[src/rtl/mips_alu_arbiter_if.sv]
// Bus bundle for the two-requester ALU arbiter: requester handshakes,
// the shared ALU drive/return lines and the response channel.
// slave  = arbiter side, master = environment (requesters, ALU, consumer).
interface mips_alu_arbiter_if #(
    parameter int WIDTH = 32
);
    logic             req0_valid;
    logic             req0_ready;
    logic [2:0]       req0_op;
    logic [WIDTH-1:0] req0_a;
    logic [WIDTH-1:0] req0_b;

    logic             req1_valid;
    logic             req1_ready;
    logic [2:0]       req1_op;
    logic [WIDTH-1:0] req1_a;
    logic [WIDTH-1:0] req1_b;

    logic [2:0]       alu_op;
    logic [WIDTH-1:0] alu_a;
    logic [WIDTH-1:0] alu_b;
    logic [WIDTH-1:0] alu_r;
    logic             alu_z;
    logic             alu_v;
    logic             alu_cout;

    logic             rsp_valid;
    logic             rsp_ready;
    logic             rsp_id;
    logic [WIDTH-1:0] rsp_r;
    logic             rsp_z;
    logic             rsp_v;
    logic             rsp_cout;

    modport slave (
        input  req0_valid, req0_op, req0_a, req0_b,
        input  req1_valid, req1_op, req1_a, req1_b,
        output req0_ready, req1_ready,
        output alu_op, alu_a, alu_b,
        input  alu_r, alu_z, alu_v, alu_cout,
        output rsp_valid, rsp_id, rsp_r, rsp_z, rsp_v, rsp_cout,
        input  rsp_ready
    );

    modport master (
        output req0_valid, req0_op, req0_a, req0_b,
        output req1_valid, req1_op, req1_a, req1_b,
        input  req0_ready, req1_ready,
        input  alu_op, alu_a, alu_b,
        output alu_r, alu_z, alu_v, alu_cout,
        input  rsp_valid, rsp_id, rsp_r, rsp_z, rsp_v, rsp_cout,
        output rsp_ready
    );
endinterface

[src/rtl/mips_alu_arbiter.sv]
// Two-port arbiter in front of a shared combinational MIPS ALU.
// One operation is in flight at a time: IDLE (accept) -> EXEC (ALU driven
// from latched operands, result captured) -> RESP (held until consumed).
// Build option: define MIPS_ALU_ARB_FIXED_PRIO_EN to make port 0 always win
// a tie; otherwise ties alternate round-robin starting with port 0.
module mips_alu_arbiter #(
    parameter int WIDTH = 32
) (
    input  logic              clk,
    input  logic              reset,
    mips_alu_arbiter_if.slave bus
);

    typedef enum logic [1:0] {
        IDLE = 2'd0,
        EXEC = 2'd1,
        RESP = 2'd2
    } state_t;

    state_t           state_reg;
    state_t           state_next;

    logic [1:0]       valid_vec;
    logic [1:0]       ready_vec;
    logic             grant;
    logic             accept;
    logic             rsp_valid_c;

    logic [2:0]       sel_op;
    logic [WIDTH-1:0] sel_a;
    logic [WIDTH-1:0] sel_b;

    logic [2:0]       op_reg;
    logic [WIDTH-1:0] a_reg;
    logic [WIDTH-1:0] b_reg;
    logic             id_reg;

    logic [WIDTH-1:0] rsp_r_reg;
    logic             rsp_z_reg;
    logic             rsp_v_reg;
    logic             rsp_cout_reg;

    assign valid_vec = {bus.req1_valid, bus.req0_valid};

    // Nothing is accepted while reset is held, even though the state already reads IDLE.
    assign accept = (state_reg == IDLE) && (|valid_vec) && !reset;

`ifdef MIPS_ALU_ARB_FIXED_PRIO_EN
    // Fixed priority: port 0 wins whenever it is valid.
    always_comb begin
        grant = 1'b0;
        if (!valid_vec[0] && valid_vec[1]) begin
            grant = 1'b1;
        end
    end
`else
    logic last_grant_reg;

    // Round-robin: on a tie grant the port that did not win last time.
    always_comb begin
        grant = 1'b0;
        if (valid_vec == 2'b11) begin
            grant = ~last_grant_reg;
        end else if (valid_vec[1]) begin
            grant = 1'b1;
        end
    end

    // Remember the winner of every accepted request; reset favours port 0 next.
    always_ff @(posedge clk or posedge reset) begin
        if (reset) begin
            last_grant_reg <= 1'b1;
        end else if (accept) begin
            last_grant_reg <= grant;
        end
    end
`endif

    // Ready is combinational and one-hot: only the granted port, only on accept.
    generate
        for (genvar gi = 0; gi < 2; gi++) begin : g_ready
            assign ready_vec[gi] = accept && (grant == gi[0]);
        end
    endgenerate

    assign bus.req0_ready = ready_vec[0];
    assign bus.req1_ready = ready_vec[1];

    // Operand mux from the granted requester, consumed only on accept.
    always_comb begin
        sel_op = bus.req0_op;
        sel_a  = bus.req0_a;
        sel_b  = bus.req0_b;
        if (grant) begin
            sel_op = bus.req1_op;
            sel_a  = bus.req1_a;
            sel_b  = bus.req1_b;
        end
    end

    // State register.
    always_ff @(posedge clk or posedge reset) begin
        if (reset) begin
            state_reg <= IDLE;
        end else begin
            state_reg <= state_next;
        end
    end

    // Next-state and response-valid decode.
    always_comb begin
        state_next  = state_reg;
        rsp_valid_c = 1'b0;
        case (state_reg)
            IDLE: begin
                if (accept) begin
                    state_next = EXEC;
                end
            end
            EXEC: begin
                state_next = RESP;
            end
            RESP: begin
                rsp_valid_c = 1'b1;
                if (bus.rsp_ready) begin
                    state_next = IDLE;
                end
            end
            default: begin
                state_next = IDLE;
            end
        endcase
    end

    // Latch the granted operation; these registers alone drive the ALU so its
    // inputs never follow requester lines between operations.
    always_ff @(posedge clk or posedge reset) begin
        if (reset) begin
            op_reg <= 3'd0;
            a_reg  <= '0;
            b_reg  <= '0;
            id_reg <= 1'b0;
        end else if (accept) begin
            op_reg <= sel_op;
            a_reg  <= sel_a;
            b_reg  <= sel_b;
            id_reg <= grant;
        end
    end

    // Capture the ALU result and flags at the end of EXEC; held through RESP.
    always_ff @(posedge clk or posedge reset) begin
        if (reset) begin
            rsp_r_reg    <= '0;
            rsp_z_reg    <= 1'b0;
            rsp_v_reg    <= 1'b0;
            rsp_cout_reg <= 1'b0;
        end else if (state_reg == EXEC) begin
            rsp_r_reg    <= bus.alu_r;
            rsp_z_reg    <= bus.alu_z;
            rsp_v_reg    <= bus.alu_v;
            rsp_cout_reg <= bus.alu_cout;
        end
    end

    assign bus.alu_op    = op_reg;
    assign bus.alu_a     = a_reg;
    assign bus.alu_b     = b_reg;

    assign bus.rsp_valid = rsp_valid_c;
    assign bus.rsp_id    = id_reg;
    assign bus.rsp_r     = rsp_r_reg;
    assign bus.rsp_z     = rsp_z_reg;
    assign bus.rsp_v     = rsp_v_reg;
    assign bus.rsp_cout  = rsp_cout_reg;

endmodule
[src/flat_wrapper.sv]
// flat-port wrapper written by rule: the top's interface ports become plain ports
module mips_alu_arbiter_flat 
#(
    parameter int WIDTH = 32
)
  (clk, reset, bus_req0_valid, bus_req0_op, bus_req0_a, bus_req0_b, bus_req1_valid, bus_req1_op, bus_req1_a, bus_req1_b, bus_req0_ready, bus_req1_ready, bus_alu_op, bus_alu_a, bus_alu_b, bus_alu_r, bus_alu_z, bus_alu_v, bus_alu_cout, bus_rsp_valid, bus_rsp_id, bus_rsp_r, bus_rsp_z, bus_rsp_v, bus_rsp_cout, bus_rsp_ready);
  mips_alu_arbiter_if #(.WIDTH(WIDTH)) bus_i ();
  input  logic clk;
  input  logic reset;
  input wire logic [$bits(bus_i.req0_valid)-1:0] bus_req0_valid;
  input wire logic [$bits(bus_i.req0_op)-1:0] bus_req0_op;
  input wire logic [$bits(bus_i.req0_a)-1:0] bus_req0_a;
  input wire logic [$bits(bus_i.req0_b)-1:0] bus_req0_b;
  input wire logic [$bits(bus_i.req1_valid)-1:0] bus_req1_valid;
  input wire logic [$bits(bus_i.req1_op)-1:0] bus_req1_op;
  input wire logic [$bits(bus_i.req1_a)-1:0] bus_req1_a;
  input wire logic [$bits(bus_i.req1_b)-1:0] bus_req1_b;
  output wire logic [$bits(bus_i.req0_ready)-1:0] bus_req0_ready;
  output wire logic [$bits(bus_i.req1_ready)-1:0] bus_req1_ready;
  output wire logic [$bits(bus_i.alu_op)-1:0] bus_alu_op;
  output wire logic [$bits(bus_i.alu_a)-1:0] bus_alu_a;
  output wire logic [$bits(bus_i.alu_b)-1:0] bus_alu_b;
  input wire logic [$bits(bus_i.alu_r)-1:0] bus_alu_r;
  input wire logic [$bits(bus_i.alu_z)-1:0] bus_alu_z;
  input wire logic [$bits(bus_i.alu_v)-1:0] bus_alu_v;
  input wire logic [$bits(bus_i.alu_cout)-1:0] bus_alu_cout;
  output wire logic [$bits(bus_i.rsp_valid)-1:0] bus_rsp_valid;
  output wire logic [$bits(bus_i.rsp_id)-1:0] bus_rsp_id;
  output wire logic [$bits(bus_i.rsp_r)-1:0] bus_rsp_r;
  output wire logic [$bits(bus_i.rsp_z)-1:0] bus_rsp_z;
  output wire logic [$bits(bus_i.rsp_v)-1:0] bus_rsp_v;
  output wire logic [$bits(bus_i.rsp_cout)-1:0] bus_rsp_cout;
  input wire logic [$bits(bus_i.rsp_ready)-1:0] bus_rsp_ready;
  assign bus_i.req0_valid = bus_req0_valid;
  assign bus_i.req0_op = bus_req0_op;
  assign bus_i.req0_a = bus_req0_a;
  assign bus_i.req0_b = bus_req0_b;
  assign bus_i.req1_valid = bus_req1_valid;
  assign bus_i.req1_op = bus_req1_op;
  assign bus_i.req1_a = bus_req1_a;
  assign bus_i.req1_b = bus_req1_b;
  assign bus_req0_ready = bus_i.req0_ready;
  assign bus_req1_ready = bus_i.req1_ready;
  assign bus_alu_op = bus_i.alu_op;
  assign bus_alu_a = bus_i.alu_a;
  assign bus_alu_b = bus_i.alu_b;
  assign bus_i.alu_r = bus_alu_r;
  assign bus_i.alu_z = bus_alu_z;
  assign bus_i.alu_v = bus_alu_v;
  assign bus_i.alu_cout = bus_alu_cout;
  assign bus_rsp_valid = bus_i.rsp_valid;
  assign bus_rsp_id = bus_i.rsp_id;
  assign bus_rsp_r = bus_i.rsp_r;
  assign bus_rsp_z = bus_i.rsp_z;
  assign bus_rsp_v = bus_i.rsp_v;
  assign bus_rsp_cout = bus_i.rsp_cout;
  assign bus_i.rsp_ready = bus_rsp_ready;
  mips_alu_arbiter #(.WIDTH(WIDTH)) u_core (.clk(clk), .reset(reset), .bus(bus_i));
endmodule
[config.mk]
export PLATFORM = sky130hd
export DESIGN_NAME = mips_alu_arbiter_flat
export DESIGN_NICKNAME = d
export VERILOG_FILES = /design/src/rtl/mips_alu_arbiter_if.sv /design/src/rtl/mips_alu_arbiter.sv /design/src/flat_wrapper.sv
export SDC_FILE = /design/constraint.sdc
export NUM_CORES = 1
export LEC_CHECK = 0
export ABC_AREA = 0
export CAP_MARGIN = 15
export CORE_ASPECT_RATIO = 0.5
export CORE_UTILIZATION = 37
export CTS_BUF_LIST = sky130_fd_sc_hd__clkbuf_2
export DETAILED_ROUTE_END_ITERATION = 12
export PLACE_DENSITY = 0.87
export SYNTH_ARGS = -nofsm -noshare
export SYNTH_HDL_FRONTEND = slang
export SYNTH_SLANG_ARGS = --single-unit
[constraint.sdc]
create_clock -name clk -period 8.75 [get_ports clk]
set_input_delay 2.625 -clock clk [delete_from_list [all_inputs] [get_ports clk]]
set_output_delay 2.625 -clock clk [all_outputs]
set_load 0.01 [all_outputs]
## Word level (Yosys, flattened, before mapping)

Cells that the tools add are included.

- Output and inout port bits: 106
- Register bits after elaboration: 106
- Logic and storage cells: 34
- Bits of input ports: 174

- Muxes and demuxes: 9
- Eq/ne operators: 5
- Bitwise logic cells: 2
- Reduce and logical (&&, ||, !) cells: 8

Operators by type and width:

| operator | count |
|---|---|
| 32-bit 2-to-1 mux | 2 |
| 2-bit case mux with 3 select lines | 1 |
| 2-bit == test (second input constant) | 2 |
| 1-bit logical AND | 4 |
| 2-bit 2-to-1 mux | 2 |
| 1-bit 2-to-1 mux | 3 |
| 3-bit 2-to-1 mux | 1 |
| 2-bit by 1-bit == test with 1-bit output (second input constant) | 1 |
| 2-bit logical NOT | 1 |
| 2-bit by 1-bit inequality test with 1-bit output (second input constant) | 1 |
| 2-bit inequality test (second input constant) | 1 |
| 1-bit inverter | 2 |
| 2-bit AND reduction | 1 |
| 2-bit OR reduction | 1 |
| 1-bit logical NOT | 1 |

## Logic depth before layout (Yosys ltp)

Gate-level depths: netlist of the first run.

- Depth in word-level cells: 5
- Depth in mapped cells: 7
- Mapped depth without buffers: 4

## Worst setup path before layout of the first run

No wires, ideal clock.

- Path kind: input -> output
- Start point: in bus_req0_valid
- End point: out bus_req0_ready
- Data arrival time: 3.469 ns
- Data required time: 6.125 ns
- Stages on the path: 5
- Path slack: 2.656 ns
- Path through: buf_2 buf_2 buf_1 nand3_1 inv_1

- Longest elaborated chain between the ends: 4
- Elaborated cells between the ends (all ways): 7
- Those cells by class: eq/ne (1); mux (1); bitwise (1); reduce/logical (4)

Ends and longest elaborated chain:

| what | line | RTL |
|---|---|---|
| from (decl) | flat_wrapper.sv:10 | `input wire logic [$bits(bus_i.req0_valid)-1:0] bus_req0_valid;` |
| 2-bit == test / 2-bit OR reduction (equally long branches) | mips_alu_arbiter.sv:62, mips_alu_arbiter.sv:46 |  |
| 1-bit 2-to-1 mux / 1-bit logical AND (equally long branches) | mips_alu_arbiter.sv:62, mips_alu_arbiter.sv:46 |  |
| 1-bit inverter / 1-bit logical AND (equally long branches) | mips_alu_arbiter.sv:82, mips_alu_arbiter.sv:46 |  |
| 1-bit logical AND (*) | mips_alu_arbiter.sv:82 | `assign ready_vec[gi] = accept && (grant == gi[0]);` |
| to (decl) | flat_wrapper.sv:18 | `output wire logic [$bits(bus_i.req0_ready)-1:0] bus_req0_ready;` |

Every way passes the cells marked *; elsewhere a longest branch is shown, timed or not.

## Worst setup path after layout of the first run

- Start point: in reset
- End point: out bus_req1_ready

- Longest elaborated chain between the ends: 3

Ends and longest elaborated chain:

| what | line | RTL |
|---|---|---|
| from (decl) | flat_wrapper.sv:9 | `input logic reset;` |
| 1-bit logical NOT | mips_alu_arbiter.sv:46 | `assign accept = (state_reg == IDLE) && (\|valid_vec) && !reset;` |
| 1-bit logical AND | mips_alu_arbiter.sv:46 |  |
| 1-bit logical AND | mips_alu_arbiter.sv:82 |  |
| to (decl) | flat_wrapper.sv:19 | `output wire logic [$bits(bus_i.req1_ready)-1:0] bus_req1_ready;` |

Every way passes these cells.

==> reports/metrics.cfg, run 1 <==
[status]
status = finished clean

[worst_hold_path]
hold_class = register to register
worst_hold_startpoint = u_core.bus.rsp_r[6]

[clock_network]
path_clk_slew_ns = 0.33
setup_buffers_after_cts = 0
cts_max_path_buffers = 2
cts_inserted_buffers = 9
cts_tree = yes
cts_sinks = 106
root_buffer_selected_by_cts = sky130_fd_sc_hd__clkbuf_2
cts.repair.resized = 0
insertion_delay_ns = 0.68
clock_tree.htree_level_count = 3
cts_hold_repair.buffers = 0

[pwr]
ir_drop_mv = 0.140
switching_power_w = 0.000766
power.density_cell_area_nw_per_um2 = 284
p_total_w = 0.00220
power.static_leakage_nw = 3.15
power.sequential.fraction = 0.389
combPwrFrac = 0.497
share_clk_of_total_power = 0.114
p_sw_frac = 0.348
internal-power_w = 0.00143

[sta]
finalCritPeriodShare = 0.868
fin_skew_ns = 0.0665
rsz0062_at_grt = no
relSlewSlack = 0.480
holdWs_ns = 0.547
final_period_minus_worst_setup_slack_ns = 7.60
final-max-slew-violation-count = 0
setup_total_negative_slack_ns = 0
worst-slew-pin-transition_ns = 0.779
setup_viol_count_final = 0
fmax_mhz = 132
count_of_endpoints_failing_hold_in_the_final_timing_report = 0
setup_slack_ns = 1.15

[global_routing]
groute.usage.overall = 0.234
antenna_found_initial = 0
grt_first_pass_wirelength_um = 23600
gr_ovfl_total = 0
grt_max_degree = 70
via_count_of_the_first_global_routing_pass = 4271

[place]
dpl.cell_count = 810
place.port_buffers = 279
post-place-ws_ns = 1.19
dp.final_hpwl_um = 11300
globalplace.congestion = 0.877

[synthesis]
fraction_of_the_mapped_netlist_area_in_compound_gates = 0.146
synth_fp_nets = 575
leading_register_cell_type_out_of_synthesis = sky130_fd_sc_hd__dfrtp_1
synth_simple_gate_area_frac = 0.166
yosys.area.top_type = sky130_fd_sc_hd__dfrtp_1
synth_top_area_share = 0.550
netlist_top_cells_area = sky130_fd_sc_hd__dfrtp_1, sky130_fd_sc_hd__a221o_1, sky130_fd_sc_hd__mux2_2
synthesis.area_per_instance_sq_um = 11.9
post_synth_fa_ha_maj_area_fraction = 0
synth-warning-count = 0
main_combinational_cell_family_by_area_after_synthesis = simple AND/OR/NAND/NOR gates
syn-instance-count = 401
multiplexer_fraction_of_the_synthesized_cell_area = 0.0826
synth_edf_count = 0
synth.yosys.seq_area_share = 0.556
synth.distinct_cells = 21
share_of_synthesized_registers_carrying_an_async_set_or_reset = 1.00
synth-xor-area-share = 0
synth_seq_cells = 106
netlist_area_sq_um = 4770

[route]
vias_per_cell = 5.23
remaining_drc_errors = 0
detail_route.iter0.violations = 277
final_antenna_net_count = 0
route.final.wire_length_um = 15900
drt_pass1_iterations = 5
dr_total_vias = 4324
detail_route.wl_per_cell_um = 19.3

[final_layout]
fin_nets = 830
final_common_cell = sky130_fd_sc_hd__clkdlybuf4s50_1
area_growth_pct = 62.4
fin_cells = 826
layout.cells.most_common_list = sky130_fd_sc_hd__clkdlybuf4s50_1, sky130_fd_sc_hd__dfrtp_1, sky130_fd_sc_hd__nand2_1
layout-drive-gt1-share = 0.145
insertedDiodeCount = 0

[setup_path]
cp_num_buf_inv = 3
cp_data_required_time_ns = 6.12
critPathSlowestCell = sky130_fd_sc_hd__clkdlybuf4s50_1
worst-path-max-fanout = 68
critical_path.reg2reg.startpoint = u_core.state_reg[1]
critical_path_s_most_frequent_cell = sky130_fd_sc_hd__clkdlybuf4s50_1
cp-end-kind = primary output
critical_path.startpoint_type = input port
worst_path_dominant_cell_family = buffers and inverters
cp.arrival_ns = 4.97
internal_reg_to_reg_setup_slack_ns = 6.58
timing.critical_path.cells = clkdlybuf4s50_1 -> nor3_2 -> and3_2 -> buf_4 -> clkdlybuf4s50_1
crit_type = input port to primary output
worst_path_largest_cell_delay_ns = 0.69
cp-startpoint = reset

[flow_run]
max_cap_viol_count = 0

[floorplanning]
floorplan.core_area_sq_um = 12200
floorplan.die.height_um = 82.3
core.rowCount = 28
number_of_top_level_pins = 280
die-width_um = 163
die_area_sq_um = 13400
floorplan.initialDensity = 0.392

[worst register-to-register path, cell delays in order (launching register included)]
cell                      delay, ns
sky130_fd_sc_hd__dfrtp_1       0.49
sky130_fd_sc_hd__or3_2         0.79
sky130_fd_sc_hd__buf_4         0.44
sky130_fd_sc_hd__nor3_1        0.28
sky130_fd_sc_hd__a221o_1       0.14
[layer usage]
metal | GRT usage | wire length (um) | vias up | part of all wire
met1 | 0.275 | 6290 | 2146 | 0.39
met5 | 0 | 0 | - | 0
li1 | - | - | 1992 | -
met4 | 0.0916 | 441 | 0 | 0.028
met3 | 0.0509 | 790 | 29 | 0.050
met2 | 0.426 | 8410 | 157 | 0.53
[per-stage QoR]
| step | utilization | cell area [sq um] |
|---|---|---|
| final | 0.636 | 7750 |
| after global routing | 0.636 | 7750 |
| after CTS | 0.636 | 7750 |
| after detailed placement | 0.625 | 7620 |
| after global placement | 0.625 | 7620 |
| after floorplan | - | 4770 |
[final cells by class]
class                           instances  area [sq um]
Inverter                                4          17.5
Sequential cell                       106          2650
Multi-Input combinational cell        249          1900
Clock buffer                            9          45.0
Fill cell                             965          4440
Tap cell                              165           206
Timing Repair Buffer                  286          2840
Clock inverter                          7          91.3
[Yosys cell counts, types with 2 or more instances]
master	count
sky130_fd_sc_hd__buf_2	17
sky130_fd_sc_hd__o21a_1	2
sky130_fd_sc_hd__dfrtp_1	105
sky130_fd_sc_hd__clkbuf_1	18
sky130_fd_sc_hd__nand2b_1	3
sky130_fd_sc_hd__nor3_2	31
sky130_fd_sc_hd__mux2_2	35
sky130_fd_sc_hd__nand2_1	68
sky130_fd_sc_hd__nor3_1	37
sky130_fd_sc_hd__inv_1	4
sky130_fd_sc_hd__a221o_1	67
sky130_fd_sc_hd__buf_6	5
[power by group through the flow]
stage                     Sequential, W  Clock, W  Combinational [W]
after floorplan                0.000958         0           0.000356
after global placement         0.000855         0            0.00108
after detailed placement       0.000864         0            0.00110
after CTS                      0.000855  0.000259            0.00110
after global routing           0.000885  0.000279            0.00116
final                          0.000856  0.000252            0.00109
[cell families after synthesis]
kind of cell | Yosys count
AND/OR/NAND/NOR | 143
flip-flops | 106
AO/OA/AOI/OAI | 71
buffers and inverters | 46
multiplexers | 35
[worst paths after layout]
kind | to | depth (start not counted)
min in group asynchronous | u_core.bus.rsp_r[31] | 2
max in group asynchronous | u_core.bus.alu_a[9] | 3
min reg2reg | u_core.bus.rsp_r[6] | 1
max | bus_req1_ready | 5
max reg2reg | u_core.bus.alu_a[16] | 4
min | u_core.bus.rsp_r[6] | 1
(Power assumes the default switching activity.)
==> run 2: changes to the inputs <==
--- a/config.mk
+++ b/config.mk
@@ -13,2 +13,3 @@
 export DETAILED_ROUTE_END_ITERATION = 12
+export GPL_TIMING_DRIVEN = 0
 export PLACE_DENSITY = 0.87
--- a/constraint.sdc
+++ b/constraint.sdc
@@ -3,2 +3,2 @@
 set_output_delay 2.625 -clock clk [all_outputs]
-set_load 0.01 [all_outputs]
+set_load 0.005 [all_outputs]
==> run 2 against run 1 <==
  * Non-clock buffer count increased by 35
  * Via count rose by 3.4%
  * Utilization rose by 1.1 points
  * Sequential share of layout area shrank 0.60 points
  * Wire length grew 0.63%
  * Clock skew shrank 0.049 ns
  * Power down 4.8%
  * Final area rose by 1.8%
  * Setup slack improved by 0.46 ns
  * Clock-buffer cell count unchanged
  * Die area is the same
==> reports/metrics.cfg, run 2 (synthesized netlist as in run 1, its figures left out) <==
[setup_path]
critical_path.startpoint_type = input port
cp-end-kind = primary output
worst-path-max-fanout = 10
cp.arrival_ns = 4.51
crit_type = input port to primary output
cp_data_required_time_ns = 6.12

[floorplanning]
die_area_sq_um = 13400
number_of_top_level_pins = 280
core.rowCount = 28
floorplan.core_area_sq_um = 12200
floorplan.die.height_um = 82.3
floorplan.initialDensity = 0.392
die-width_um = 163

[clock_network]
clock_tree.htree_level_count = 3
cts_sinks = 106
setup_buffers_after_cts = 0
cts_inserted_buffers = 9
cts.repair.resized = 0
insertion_delay_ns = 0.60
root_buffer_selected_by_cts = sky130_fd_sc_hd__clkbuf_2
path_clk_slew_ns = 0.28
cts_max_path_buffers = 2
cts_tree = yes
cts_hold_repair.buffers = 0

[pwr]
p_sw_frac = 0.315
ir_drop_mv = 0.137
switching_power_w = 0.000660
internal-power_w = 0.00144
power.density_cell_area_nw_per_um2 = 266
combPwrFrac = 0.489
power.static_leakage_nw = 3.23
power.sequential.fraction = 0.408
share_clk_of_total_power = 0.103

[sta]
holdWs_ns = 0.544
final_period_minus_worst_setup_slack_ns = 7.13
fin_skew_ns = 0.0174
worst-slew-pin-transition_ns = 0.508
setup_total_negative_slack_ns = 0
count_of_endpoints_failing_hold_in_the_final_timing_report = 0
rsz0062_at_grt = no
finalCritPeriodShare = 0.815
relSlewSlack = 0.661
fmax_mhz = 140
final-max-slew-violation-count = 0
setup_viol_count_final = 0

[flow_run]
max_cap_viol_count = 0

[route]
drt_pass1_iterations = 5
route.final.wire_length_um = 16000
vias_per_cell = 5.20
dr_total_vias = 4473
final_antenna_net_count = 0
detail_route.iter0.violations = 308
remaining_drc_errors = 0
detail_route.wl_per_cell_um = 18.6

[final_layout]
postLayoutCoreUtil = 0.647
area_growth_pct = 65.3
final_common_cell = sky130_fd_sc_hd__clkdlybuf4s50_1
fin_nets = 865
insertedDiodeCount = 0
layout-drive-gt1-share = 0.155
layout.cells.most_common_list = sky130_fd_sc_hd__clkdlybuf4s50_1, sky130_fd_sc_hd__dfrtp_1, sky130_fd_sc_hd__nand2_1

[place]
globalplace.congestion = 0.843
dp.final_hpwl_um = 12300
place.port_buffers = 278

[global_routing]
grt_max_degree = 72
grt_first_pass_wirelength_um = 24500
antenna_found_initial = 0
gr_ovfl_total = 0
groute.usage.overall = 0.242
via_count_of_the_first_global_routing_pass = 4476

[worst_hold_path]
hold_class = register to register

[status]
status = finished clean

[run 2: changes by cell type in the layout (fill, tap and decap cells not counted), sizes merged]
cell,previous run,this run
buf,8,25
clkbuf,9,27
inv,8,6
clkinvlp,0,2
[run 2: final timing paths]
kind | startpoint | to | slack [ns] | depth (start not counted)
worst min-delay path | u_core.bus.rsp_id | u_core.bus.rsp_id | 0.54 | 1
worst min register to register | u_core.bus.rsp_id | u_core.bus.rsp_id | 0.54 | 1
worst max-delay path | reset | bus_req1_ready | 1.62 | 6
max in group asynchronous | reset | u_core.last_grant_reg | 5.61 | 3
worst max register to register | u_core.state_reg[1] | u_core.bus.alu_b[1] | 6.86 | 5
min in group asynchronous | reset | u_core.bus.alu_a[22] | 2.39 | 2
[run 2: cell type report]
type,instances,area [sq um]
clock inverters,7,53.8
plain buffers,42,220
flip-flops and latches,106,2650
multi-input cells,249,1880
fillers,946,4300
clock buffers,9,45.0
repair buffers,279,2810
well taps,165,206
inverters,4,17.5
[run 2: through the flow]
step	std cells	power [W]	setup slack, ns	instance area [sq um]
floorplan	401	0.00122	2.69	4770
global placement	844	0.00186	1.65	7760
detailed placement	845	0.00189	1.61	7790
CTS	861	0.00211	1.61	7890
global route	861	0.00222	1.51	7890
finish	861	0.00210	1.62	7890
[run 2: critical path, cell delays in order]
cell and delay, ns:
sky130_fd_sc_hd__clkdlybuf4s50_1 0.48, sky130_fd_sc_hd__nor3_2 0.24, sky130_fd_sc_hd__and3_1 0.19, sky130_fd_sc_hd__buf_2 0.16, sky130_fd_sc_hd__buf_2 0.25, sky130_fd_sc_hd__clkdlybuf4s50_1 0.54
[run 2: metal layers]
layer | part of all wire | wire length [um] | track usage | up-vias
met2 | 0.52 | 8350 | 0.429 | 142
li1 | - | - | - | 2076
met5 | 0 | 0 | 0 | -
met1 | 0.40 | 6420 | 0.292 | 2215
met3 | 0.046 | 740 | 0.0514 | 40
met4 | 0.032 | 516 | 0.105 | 0
[run 2: power groups by stage]
stage               clock network (W)  logic [W]  registers, W
floorplan                           0   0.000356      0.000867
global placement                    0    0.00101      0.000854
detailed placement                  0    0.00103      0.000863
CTS                          0.000221    0.00104      0.000853
global route                 0.000243    0.00109      0.000883
finish                       0.000215    0.00103      0.000855
==> run 3: changes to the inputs <==
Clock period 8.75 ns to 6.7 ns, I/O delays scaled along.
==> results of run 3 <==
Same layout as run 2 (identical final DEF). Status: finished clean.
Main changes from that run: setup slack after placement 1.61 ns -> 0.794 ns; setup slack after layout 1.62 ns -> 0.796 ns; register-to-register setup slack 6.86 ns -> 4.81 ns; total power 0.00210 W -> 0.00274 W; worst IR drop on VDD 0.137 mV -> 0.179 mV
==> edit, RTL diff (settings of run 3) <==
`WIDTH` is set to 32 in 3 places; all go to 16.
--- a/src/rtl/mips_alu_arbiter_if.sv
+++ b/src/rtl/mips_alu_arbiter_if.sv
@@ -4,3 +4,3 @@
 interface mips_alu_arbiter_if #(
-    parameter int WIDTH = 32
+    parameter int WIDTH = 16
 );
--- a/src/rtl/mips_alu_arbiter.sv
+++ b/src/rtl/mips_alu_arbiter.sv
@@ -6,3 +6,3 @@
 module mips_alu_arbiter #(
-    parameter int WIDTH = 32
+    parameter int WIDTH = 16
 ) (
--- a/src/flat_wrapper.sv
+++ b/src/flat_wrapper.sv
@@ -3,3 +3,3 @@
 #(
-    parameter int WIDTH = 32
+    parameter int WIDTH = 16
 )
Interface: changed (8 resized); port bits go from 280 to 152. The function was not compared with the original's and may differ.
==> edit against run 3 <==
Worst hold slack worse by 0.019 ns; power is 45% lower; final area is 44% lower; worst setup slack better by 0.044 ns; utilization is 0.33 points lower; clock power is 41% lower; routed wire length is 48% lower; area after synthesis is 43% lower; non-clock buffer count is 148 lower; fmax is 0.74% higher; sequential cell count is 48 lower; critical path type unchanged.
==> edit: results (changes against run 3) <==
metric;value;unit;change
sequential area share after synthesis;53.6;%;-2.0 points
pin slew with the least headroom to its limit;0.448;ns;-0.0607 ns
Total Wirelength;8.27;mm;-48%
Yosys cell types;23;;+9.5%
most frequent cells after synthesis;dfrtp_1, nand2_1, a221o_1, nor3_2, mux2_2;;
critical path peak fanout;10;;unchanged
first-pass GRT wire length;13.7;mm;-44%
grt met3 use;5.20;%;+0.056 points
deepest clock path buffer count;2;;unchanged
Crit path largest cell delay;0.51;ns;-0.03 ns
CTS resizes;0;;unchanged
vias in the first global route;2689;;-40%
HP Start;u_core.bus.rsp_r[9];;
fin nets;476;;-45%
total track usage;23.2;%;-1.1 points
CTS clk-pin slew, worst paths;0.15;ns;-0.13 ns
worst r2r src;u_core.state_reg[1];;
Ys Warns;0;;unchanged
share of layout cells above drive strength 1;23.0;%;+7.5 points
initial DRC count;143;;-54%
DP HPWL;6.25;mm;-49%
initial antenna violation count;0;;unchanged
Syn Nets;313;;-46%
Reg2Reg Setup Slack;5.07;ns;+0.26 ns
Worst Hold End;u_core.bus.rsp_r[9];;
ANT cells;0;;unchanged
via count;2448;;-45%
worst skew pair latency;0.46;ns;-0.14 ns
Crit path arrival time;3.85;ns;-0.04 ns
final clock skew;0.0103;ns;-0.00716 ns
largest net degree at the start of global routing;45;;-38%
PortBufs;151;;-46%
final RePlAce weighted congestion;0.836;;-0.82%
met1 usage;27.1;%;-2.1 points
Post-Synth Adder-Cell Area;0;%;unchanged
post-synthesis mux area share;7.89;%;-0.36 points
Synth area leaders;dfrtp_1, a221o_1, nor3_2;;
internal power;1050;uW;-44%
maximum vdd drop;0.000139;V;-22%
GRT met2 Usage;42.1;%;-0.80 points
Compound-Gate Fraction of Synth Area;14.2;%;-0.40 points
status;complete, no violations;;
Leak;0.00184;uW;-43%
Hold Path Depth;1;;unchanged
first drt pass iteration count;4;;-1
worst reg2reg endpoint;u_core.bus.alu_b[6];;
==> edit: routing by layer <==
layer  vias up  wire [um]
li1       1138          -
met4         0        131
met2        55       4520
met1      1242       3340
met5         -          0
met3        13        276
==> edit: worst max path at each step <==
stage | from | end | slack [ns] | cells after the start
6_report | bus_req0_valid | bus_req0_ready | 0.84 | 6
5_1_grt | bus_req0_valid | bus_req0_ready | 0.70 | 6
4_1_cts | bus_req0_valid | bus_req0_ready | 0.84 | 6
3_5_place_dp | bus_req0_valid | bus_req0_ready | 0.84 | 6
3_3_place_gp | bus_req0_valid | bus_req0_ready | 0.86 | 6
2_1_floorplan | bus_req1_valid | bus_req0_ready | 1.95 | 5
==> edit: cells by family (layout without fill, tap and decap cells) <==
| logic type | count (synthesis) | in the layout |
|---|---|---|
| multiplexers | 19 | 19 |
| flip-flops | 58 | 58 |
| AO/OA/AOI/OAI | 39 | 39 |
| AND/OR/NAND/NOR | 78 | 78 |
| buffers and inverters | 25 | 193 |
==> edit: through the flow <==
| step | area (sq um) | setup slack, ns | util (%) | hold slack, ns | cells |
|---|---|---|---|---|---|
| finish | 4430 | 0.839 | 64.4 | 0.525 | 479 |
| global route | 4430 | 0.701 | 64.4 | 0.542 | 479 |
| detailed placement | 4360 | 0.844 | 63.3 | 0.494 | 463 |
| floorplan | 2710 | 1.95 | - | 0.487 | 219 |
| global placement | 4340 | 0.862 | 63.0 | 0.478 | 462 |
| CTS | 4430 | 0.841 | 64.4 | 0.527 | 479 |
==> edit: power by group through the flow <==
stage | clock (uW) | combinational (uW) | sequential [uW]
after floorplan | 0 | 270 | 618
after global placement | 0 | 714 | 605
after detailed placement | 0 | 736 | 618
after CTS | 175 | 739 | 613
after global routing | 188 | 780 | 633
final | 167 | 731 | 613
==> edit: layout make-up <==
type                       count  area [sq um]
buffer                        21           134
clock buffer                  11          55.1
clock inverter                 5          21.3
fill                         520          2450
inverter                       4          15.0
multi-input combinational    136          1110
sequential                    58          1450
tap                           92           115
timing repair buffer         152          1530
